--- src/rtl/xdisp_ctrl.sv ---
// rtl/xdisp_ctrl.sv - memory-mapped 4-digit seven-segment scan controller
// Bus-written value/masks are shadowed at frame start; digits are time-multiplexed with blanking.
module xdisp_ctrl #(
  parameter int DATA_W    = 32,
  parameter int SCAN_DIV  = 50000,
  parameter int BLANK_CYC = 500
) (
  input  logic              clk,
  input  logic              rst,
  input  logic              sel,
  input  logic              we,
  input  logic [1:0]        addr,
  input  logic [DATA_W-1:0] data_in,
  output logic [DATA_W-1:0] data_out,
  output logic [7:0]        Disp,
  output logic [3:0]        Disp_sel
);
  localparam int CNT_W = $clog2(SCAN_DIV);
  localparam logic [CNT_W-1:0] BLANK_LAST = CNT_W'(BLANK_CYC - 1);
  localparam logic [CNT_W-1:0] SLOT_LAST  = CNT_W'(SCAN_DIV - 1);

  typedef enum logic [1:0] {IDLE, BLANK, DRIVE} state_t;

  state_t           state_q, state_d;
  logic [CNT_W-1:0] cnt_q, cnt_d;
  logic [1:0]       digit_q, digit_d;
  logic             load_sh, frame_inc;
  logic [15:0]      value_q, val_sh, frame_q;
  logic             en_q;
  logic [3:0]       dp_q, bm_q, dp_sh, bm_sh;
  logic [7:0]       disp_d;
  logic [3:0]       sel_d;
  logic [31:0]      rd32;
  logic             unused_bits;

  assign unused_bits = ^{data_in[DATA_W-1:12], data_in[3:1]};

  function automatic logic [6:0] seg7(input logic [3:0] n);
    case (n)
      4'h0: seg7 = 7'h40;  4'h1: seg7 = 7'h79;  4'h2: seg7 = 7'h24;  4'h3: seg7 = 7'h30;
      4'h4: seg7 = 7'h19;  4'h5: seg7 = 7'h12;  4'h6: seg7 = 7'h02;  4'h7: seg7 = 7'h78;
      4'h8: seg7 = 7'h00;  4'h9: seg7 = 7'h10;  4'hA: seg7 = 7'h08;  4'hB: seg7 = 7'h03;
      4'hC: seg7 = 7'h46;  4'hD: seg7 = 7'h21;  4'hE: seg7 = 7'h06;  default: seg7 = 7'h0E;
    endcase
  endfunction

  always_comb begin
    state_d   = state_q;
    cnt_d     = cnt_q;
    digit_d   = digit_q;
    load_sh   = 1'b0;
    frame_inc = 1'b0;
    case (state_q)
      IDLE: begin
        cnt_d   = '0;
        digit_d = 2'd0;
        if (en_q) begin
          state_d = BLANK;
          load_sh = 1'b1;
        end
      end
      BLANK: begin
        cnt_d = cnt_q + CNT_W'(1);
        if (cnt_q == BLANK_LAST) state_d = DRIVE;
      end
      DRIVE: begin
        if (cnt_q == SLOT_LAST) begin
          cnt_d   = '0;
          digit_d = digit_q + 2'd1;
          state_d = BLANK;
          if (digit_q == 2'd3) begin
            frame_inc = 1'b1;
            load_sh   = 1'b1;
          end
        end else begin
          cnt_d = cnt_q + CNT_W'(1);
        end
      end
      default: state_d = IDLE;
    endcase
    if (!en_q) begin
      state_d   = IDLE;
      cnt_d     = '0;
      digit_d   = 2'd0;
      load_sh   = 1'b0;
      frame_inc = 1'b0;
    end
  end

  // Outputs are computed from the next state so they line up with the state register.
  always_comb begin
    disp_d = 8'hFF;
    sel_d  = 4'hF;
    if (state_d == DRIVE) begin
      sel_d  = bm_sh[digit_d] ? 4'hF : ~(4'b0001 << digit_d);
      disp_d = {~dp_sh[digit_d], seg7(val_sh[{digit_d, 2'b00} +: 4])};
    end
  end

  always_comb begin
    rd32 = 32'h0;
    case (addr)
      2'd0:    rd32 = {16'h0, value_q};
      2'd1:    rd32 = {20'h0, bm_q, dp_q, 3'b000, en_q};
      2'd2:    rd32 = {frame_q, 13'h0, state_q == DRIVE, digit_q};
      default: rd32 = 32'h0;
    endcase
  end

  always_ff @(posedge clk or posedge rst) begin
    if (rst) begin
      state_q  <= IDLE;
      cnt_q    <= '0;
      digit_q  <= 2'd0;
      value_q  <= 16'h0;
      en_q     <= 1'b0;
      dp_q     <= 4'h0;
      bm_q     <= 4'h0;
      val_sh   <= 16'h0;
      dp_sh    <= 4'h0;
      bm_sh    <= 4'h0;
      frame_q  <= 16'h0;
      data_out <= '0;
      Disp     <= 8'hFF;
      Disp_sel <= 4'hF;
    end else begin
      state_q  <= state_d;
      cnt_q    <= cnt_d;
      digit_q  <= digit_d;
      Disp     <= disp_d;
      Disp_sel <= sel_d;
      if (load_sh) begin
        val_sh <= value_q;
        dp_sh  <= dp_q;
        bm_sh  <= bm_q;
      end
      if (frame_inc) frame_q <= frame_q + 16'd1;
      if (sel && we) begin
        case (addr)
          2'd0: value_q <= data_in[15:0];
          2'd1: begin
            en_q <= data_in[0];
            dp_q <= data_in[7:4];
            bm_q <= data_in[11:8];
          end
          default: ;
        endcase
      end
      if (sel && !we) data_out <= DATA_W'(rd32);
    end
  end
endmodule

--- config.mk ---
export PLATFORM = sky130hd
export DESIGN_NAME = xdisp_ctrl
export DESIGN_NICKNAME = d
export VERILOG_FILES = /design/src/rtl/xdisp_ctrl.sv
export SDC_FILE = /design/constraint.sdc
export NUM_CORES = 1
export LEC_CHECK = 0
export ABC_AREA = 1
export BUFFER_PORTS_ARGS = -buffer_cell sky130_fd_sc_hd__buf_2
export CORE_ASPECT_RATIO = 0.9
export CORE_MARGIN = 10
export CORE_UTILIZATION = 50
export CTS_CLUSTER_SIZE = 10
export DETAILED_ROUTE_END_ITERATION = 16
export PLACE_DENSITY = 0.82
export SLEW_MARGIN = 25
export SYNTH_ARGS = -nofsm -noshare
export SYNTH_HDL_FRONTEND = slang
export SYNTH_SLANG_ARGS = --single-unit
export TNS_END_PERCENT = 1
--- constraint.sdc ---
create_clock -name clk -period 7.6 [get_ports clk]
set_input_delay 0.38 -clock clk [delete_from_list [all_inputs] [get_ports clk]]
set_output_delay 0.38 -clock clk [all_outputs]
set_load 0.01 [all_outputs]
==> results of run 1 <==
[sequential cells by signal, indices dropped and copies added (netlist names)]
name / count
bm_sh: 4
frame_q: 16
state_q: 2
bm_q: 4
data_out: 32
en_q: 1
value_q: 16
val_sh: 16
Disp: 8
dp_sh: 4
dp_q: 4
Disp_sel: 4
cnt_q: 16
digit_q: 2
[area by class of cell]
cell class                 instances  area (um^2)  share of cell area (%)
tap                              160          200                    2.75
inverter                          95          359                    4.94
multi-input combinational        465         2540                    34.9
clock inverter                    14          158                    2.17
sequential                       129         3240                    44.6
clock buffer                      17          425                    5.85
timing repair buffer              68          348                    4.78
[synth_stat cells, drive strengths merged (7+ instances only)]
cell and number:
ha 14, nand2 160, buf 9, o21ai 52, inv 94, nor4 7
nand3 59, clkbuf 11, nor2 70, nand4 15, nor3 16, a21oi 30
xor2 17, dfrtp 117, dfstp 12
[layer usage]
layer / global-route usage, % / up-vias / routed length, um / part of all wire (%)
met5: 0 / - / 0 / 0
met4: 4.11 / 0 / 143 / 1.0
met3: 5.05 / 18 / 914 / 6.4
met2: 25.6 / 160 / 6430 / 45
met1: 23.0 / 2406 / 6770 / 47
li1: - / 2442 / - / -
[power by group]
| part | internal, mW | leakage [nW] | switching [mW] | total [mW] |
|---|---|---|---|---|
| Combinational | 0.133 | 1.62 | 0.235 | 0.368 |
| Sequential | 0.788 | 1.65 | 0.0714 | 0.860 |
| Clock | 0.486 | 0.282 | 0.319 | 0.805 |
[layout by cell type (no fill, tap or decap), types with 17 or more instances in the layout]
cell	synthesis	routed
clkbuf_16	0	17
a21oi_1	28	28
inv_1	86	84
nor2_1	59	59
nand2_1	147	147
nand3_1	54	54
dfrtp_1	117	117
o21ai_0	51	51
buf_2	5	65
xor2_1	17	17
[stage by stage]
step	utilization [%]	worst slack (ns)	cell area (um^2)	hold slack, ns
2_1_floorplan	-	3.80	6250	0.453
3_3_place_gp	55.2	4.72	6690	0.462
3_5_place_dp	55.2	4.66	6690	0.460
4_1_cts	60.0	4.58	7280	0.162
5_1_grt	60.0	4.32	7280	0.195
6_report	60.0	4.57	7280	0.139
[cell families after synthesis]
kind of cell               synth area share [%]
buffers and inverters                      7.37
DFF                                        51.9
adders and majority gates                  2.80
AOI/OAI and AO/OA                          8.33
xor gates and xnor gates                   2.66
muxes                                      1.08
and+or+nand+nor                            25.8
[path summary, 6_finish.rpt]
path	slack, ns	from	to
max in group asynchronous	6.22	rst	data_out[14]
worst max register to register	4.57	state_q[0]	Disp[0]
min in group clk	0.22	data_in[3]	value_q[3]
worst min-delay path	0.14	rst	cnt_q[3]
worst max-delay path	4.57	state_q[0]	Disp[0]
worst min register to register	0.48	data_out[17]	data_out[17]
==> metrics.txt, run 1 <==
status finished clean; Data arrival, critical path 3.35 ns; Mapped Nets 761; initial core utilization 51.5%; CP Depth 15; DR DRC count 0; peak supply drop 0.262 mV; Max Clock Skew 0.00691 ns; CTS Buf Count 17; Max-slew headroom 33.0%; Crit-path slowest cell ha_1; Slew Limit Fails 0; # H-tree levels 4; clock sinks 129; fmax 331 MHz; area delta synth->final 16.5%; largest fanout on the critical path 17; leakage 3.56 nW; gp weighted congestion 0.860; share of the synthesized area in the top cell type 46.9%; Post-CTS Hold Fix Bufs 0; Synth Instances 709; # IOs 82; crit path buf inv count 3; Post-CTS Resized 0; antenna viol nets, final 0; GRT Overall Usage 16.8%; Fillers 1001; CP Cell Sequence inv_1, ha_1, inv_2, a21oi_2, nand2_1, nand2_4, nand2_4, nand3_1, nand2_1, nor2_2, inv_1, ha_1, nand3b_1, nand3_1, nand3_1; DRT iter0 DRCs 516; fraction of layout cells with a size suffix above 1 20.7%; Pre-Repair DR Iteration Count 5; die footprint 17400 um^2; Critical Path Max Stage Delay 0.46 ns; Rows 38; Mapped Area 6250 um^2; Post-Syn Area per Cell 8.81 um^2; RSZ-0062 raised after global routing no; most common flop cell mapped by yosys dfrtp_1; first-pass GRT wire length 24100 um; Core Box Area 12100 um^2; CTS tree yes; reg2reg path depth 15; number of port buffers 65; Synth cell types 41; initial antenna violation count 0; hpwl dp 9820 um; root buf cell clkbuf_16; EDFF count, synth 0; sequential element share of the synthesized area 51.9%; Clock Path Buffers 2; setup tns final 0 ns; Worst-Margin Slew 1.00 ns; Top delay family on crit path simple AND/OR/NAND/NOR gates; Synth Register Bits 129; CP most frequent cell nand3_1; total chip power 2.03 mW; CP Class flop to flop; min cycle time layout 3.03 ns; Pwr Density 279 nW/um^2; Syn. warnings 0; grt ovf 0; max-cap viol count 0; worst hold path class primary input to asynchronous set/reset pin; synth top area cells dfrtp_1 (47%), nand2_1 (8.8%), inv_1 (5.2%), dfstp_2 (5.0%), nand3_1 (4.3%); final net count 828; WL final 14200 um; post-CTS setup repair buffer count 0; Clk Latency, worst-skew pair 0.42 ns; DP Cell Count 917; vias in the first global route 4932; post-route insts no fill 948; final-report setup violation count 0; Setup crit start kind flop; Routed WL per cell 15.0 um; via density per instance 5.30; routed via count 5026; Period Utilization, post-route 39.8%; Worst EP required 7.93 ns; largest net degree at the start of global routing 70; Ant. Diodes 0; Reg clk slew, reported paths 0.06 ns; cell taking the most area after synthesis dfrtp_1; hold violation count in the final report 0; Worst setup EP type flop; Die Wd 138 um; Async SR Flop Fraction 100%; Die Y 126 um
Note: power is estimated with default switching activity, not from simulation.
==> inputs of run 2 (changes only) <==
--- a/config.mk
+++ b/config.mk
@@ -5,14 +5,14 @@
 export SDC_FILE = /design/constraint.sdc
 export NUM_CORES = 1
 export LEC_CHECK = 0
-export ABC_AREA = 1
+export ABC_AREA = 0
 export BUFFER_PORTS_ARGS = -buffer_cell sky130_fd_sc_hd__buf_2
 export CORE_ASPECT_RATIO = 0.9
 export CORE_MARGIN = 10
 export CORE_UTILIZATION = 50
 export CTS_CLUSTER_SIZE = 10
 export DETAILED_ROUTE_END_ITERATION = 16
-export PLACE_DENSITY = 0.82
+export PLACE_DENSITY = 0.85
 export SLEW_MARGIN = 25
 export SYNTH_ARGS = -nofsm -noshare
 export SYNTH_HDL_FRONTEND = slang
==> constraint.sdc (replaced) <==
create_clock -name clk -period 2.66 [get_ports clk]
set_input_delay 0.133 -clock clk [delete_from_list [all_inputs] [get_ports clk]]
set_output_delay 0.133 -clock clk [all_outputs]
set_load 0.01 [all_outputs]
==> run 2 against run 1 <==
  * The run now ends with setup timing left
  * Worst hold slack improved by 0.11 ns
  * Sequential share of layout area decreased by 3.7 points
  * Routed wire length is 15% higher
  * Sequential cell count did not move
  * Fmax shrank 1.8%
  * Synthesized cell count decreased by 30%
  * Critical endpoint is now Disp[2]
==> metrics.txt, run 2 <==
status complete, but fails checks (was finished clean); failing checks setup timing; CTS Buf Count 17 (unchanged); DR DRC count 0 (unchanged); EDFF count, synth 0 (unchanged); number of port buffers 65 (unchanged); Reg clk slew, reported paths 0.06 ns (about the same); Max Clock Skew 0.0123 ns (was 0.00691 ns); post-route insts no fill 813 (was 948); Mapped Area 5910 um^2 (was 6250 um^2); Async SR Flop Fraction 100% (unchanged); Synth cell types 62 (was 41); initial core utilization 51.4% (was 51.5%); Max-slew headroom 45.5% (was 33.0%); worst setup margin -0.420 ns (was 4.57 ns); Ant. Diodes 0 (unchanged); CTS tree yes (unchanged); # H-tree levels 4 (unchanged); routed via count 4670 (was 5026); first-pass GRT wire length 25800 um (was 24100 um); Mapped Nets 546 (was 761); Critical Path Max Stage Delay 0.42 ns (was 0.46 ns); # IOs 82 (unchanged); Rows 37 (was 38); sequential element share of the synthesized area 54.9% (was 51.9%); commonest non-fill, non-tap cell in the layout dfrtp_1 (was nand2_1); Synth Register Bits 129 (unchanged); Post-Syn Area per Cell 12.0 um^2 (was 8.81 um^2); Worst EP required 2.99 ns (was 7.93 ns); Worst setup EP type flop (unchanged); min cycle time layout 3.08 ns (was 3.03 ns); gp weighted congestion 0.945 (was 0.860); cell taking the most area after synthesis dfrtp_1 (unchanged); largest net degree at the start of global routing 62 (was 70); GRT Overall Usage 19.7% (was 16.8%); Routed WL per cell 20.1 um (was 15.0 um); WL final 16300 um (was 14200 um); DRT iter0 DRCs 409 (was 516); initial antenna violation count 0 (unchanged); largest fanout on the critical path 6 (was 17); fmax 325 MHz (was 331 MHz); via density per instance 5.74 (was 5.30); Die Wd 135 um (was 138 um); count leader, synth dfrtp_1 (was nand2_1); Syn. warnings 0 (unchanged); Pre-Repair DR Iteration Count 4 (was 5); Synth Instances 494 (was 709); CP most frequent cell mux2i_4 (was nand3_1); hold violation count in the final report 0 (unchanged); worst hold path class primary input to flop (was primary input to asynchronous set/reset pin); max-cap viol count 0 (unchanged); Crit-path slowest cell or3b_4 (was ha_1); final net count 696 (was 828); DP Cell Count 751 (was 917); fraction of layout cells with a size suffix above 1 43.2% (was 20.7%); DP Worst Slack -0.622 ns (was 4.66 ns); clock sinks 129 (unchanged); top cells by count, synth dfrtp_1 (117), mux2_2 (48), nand2_1 (41) (was nand2_1 (147), dfrtp_1 (117), inv_1 (86)); hpwl dp 10500 um (was 9820 um); Worst-Margin Slew 0.811 ns (was 1.00 ns); max reg flops 32 (unchanged); antenna viol nets, final 0 (unchanged); grt ovf 0 (unchanged); Period Utilization, post-route 116% (was 39.8%); Most flops, register data_out (unchanged); CP Cell Sequence ha_4, or3b_4, nor4_4, nand3_2, o21ai_4, mux2i_4, mux2i_4, ha_1, or3_1, o211ai_1 (was inv_1, ha_1, inv_2, a21oi_2, nand2_1, nand2_4, nand2_4, nand3_1, nand2_1, nor2_2, inv_1, ha_1, nand3b_1, nand3_1, nand3_1); die footprint 16600 um^2 (was 17400 um^2); CP Class flop to flop (unchanged); root buf cell clkbuf_16 (unchanged); peak supply drop 0.504 mV (was 0.262 mV); most frequent cells in the layout dfrtp_1 (117), buf_2 (65), buf_4 (58) (was nand2_1 (147), dfrtp_1 (117), inv_1 (84)); area delta synth->final 34.3% (was 16.5%); Pwr Density 813 nW/um^2 (was 279 nW/um^2); synth top area cells dfrtp_1 (50%), mux2_2 (9.2%), dfstp_2 (5.3%), mux2i_1 (3.7%), a22o_1 (3.3%) (was dfrtp_1 (47%), nand2_1 (8.8%), inv_1 (5.2%), dfstp_2 (5.0%), nand3_1 (4.3%)); Core Box Area 11500 um^2 (was 12100 um^2); final-report setup violation count 12 (was 0); most common flop cell mapped by yosys dfrtp_1 (unchanged); setup tns final -3.14 ns (was 0 ns); Die Y 123 um (was 126 um); share of the synthesized area in the top cell type 49.6% (was 46.9%); Setup crit start kind flop (unchanged); RSZ-0062 raised after global routing yes (was no); leakage 3.65 nW (was 3.56 nW); vias in the first global route 4934 (was 4932); Slew Limit Fails 0 (unchanged); Data arrival, critical path 3.41 ns (was 3.35 ns); Clk Latency, worst-skew pair 0.43 ns (was 0.42 ns); hold slack 0.244 ns (was 0.139 ns); Clock Path Buffers 2 (unchanged)
run 2: cell types whose count changed in the layout (fill, tap and decap cells not counted), sizes merged, moves of 9 or more:
cell / before / now
buf: 68 / 135
inv: 98 / 28
a21oi: 30 / 7
nor3: 16 / 5
o21ai: 52 / 22
nand2: 160 / 41
dlygate4sd3: 0 / 17
nand3: 59 / 15
mux2i: 0 / 23
nor2: 70 / 31
xnor2: 2 / 18
a22o: 0 / 22
xor2: 17 / 8
mux2: 6 / 48
run 2: path summary, 6_finish.rpt:
check                                 start           end  slack [ns]  depth (start not counted)
worst max register to register     cnt_q[0]       Disp[2]       -0.42                         10
worst min-delay path                addr[1]   data_out[2]        0.24                          3
max in group asynchronous               rst   Disp_sel[1]        1.41                          4
worst max-delay path               cnt_q[0]       Disp[2]       -0.42                         10
worst min register to register  data_out[2]   data_out[2]        0.48                          2
min in group asynchronous               rst  data_out[27]        0.41                          3
run 2: report_power, final:
part           internal (mW)  leakage [nW]  switching [mW]
Clock                   1.24         0.270           0.988
Combinational          0.832          1.72           0.844
Sequential              2.27          1.66           0.274
run 2: layer usage:
metal / part of all wire [%] / vias to the layer above / track usage, %
met5: 0 / - / 0
met4: 3.4 / 0 / 9.85
met3: 5.7 / 53 / 5.23
met2: 51 / 168 / 33.9
met1: 40 / 2368 / 22.6
li1: - / 2081 / -
run 2: metrics by stage:
stage / cell area [um^2] / total power [mW] / utilization, %
floorplan: 5910 / 3.31 / -
global placement: 6790 / 3.71 / 59.1
detailed placement: 6790 / 3.83 / 59.1
CTS: 7740 / 6.24 / 67.4
global route: 7930 / 6.72 / 69.1
finish: 7930 / 6.45 / 69.1
run 2: cell families (layout without fill, tap and decap cells):
kind of cell | Yosys count | after routing | synth area share, %
AOI/OAI and AO/OA | 78 | 78 | 10.0
buffers and inverters | 38 | 201 | 2.58
adders and majority gates | 14 | 14 | 2.97
muxes | 71 | 71 | 13.3
DFF | 129 | 129 | 54.9
and+or+nand+nor | 138 | 138 | 12.4
xor gates and xnor gates | 26 | 26 | 3.86
run 2: layout make-up:
type / instances / area [um^2]
clock buffer: 17 / 425
tap: 156 / 195
timing repair buffer: 152 / 1090
multi-input combinational: 327 / 2770
sequential: 129 / 3240
inverter: 17 / 75.1
clock inverter: 15 / 138
fill: 776 / 3550
run 2: what timing repair did:
item | 4_1_cts | 5_1_grt
setup endpoints to repair | 17 | 46
cloned | 0 | 0
buffers inserted | 7 | 6
pin swaps | 20 | 13
endpoints found under the hold margin | 56 | 0
resized for setup | 39 | 34
hold buffers | 17 | 0
run 2: critical path: cells and delay by family (launching register included):
family                     cells  cell delay [ns]
and+or+nand+nor                4             1.32
adders and majority gates      2             0.43
muxes                          2             0.51
DFF                            1             0.40
AOI/OAI and AO/OA              2             0.32
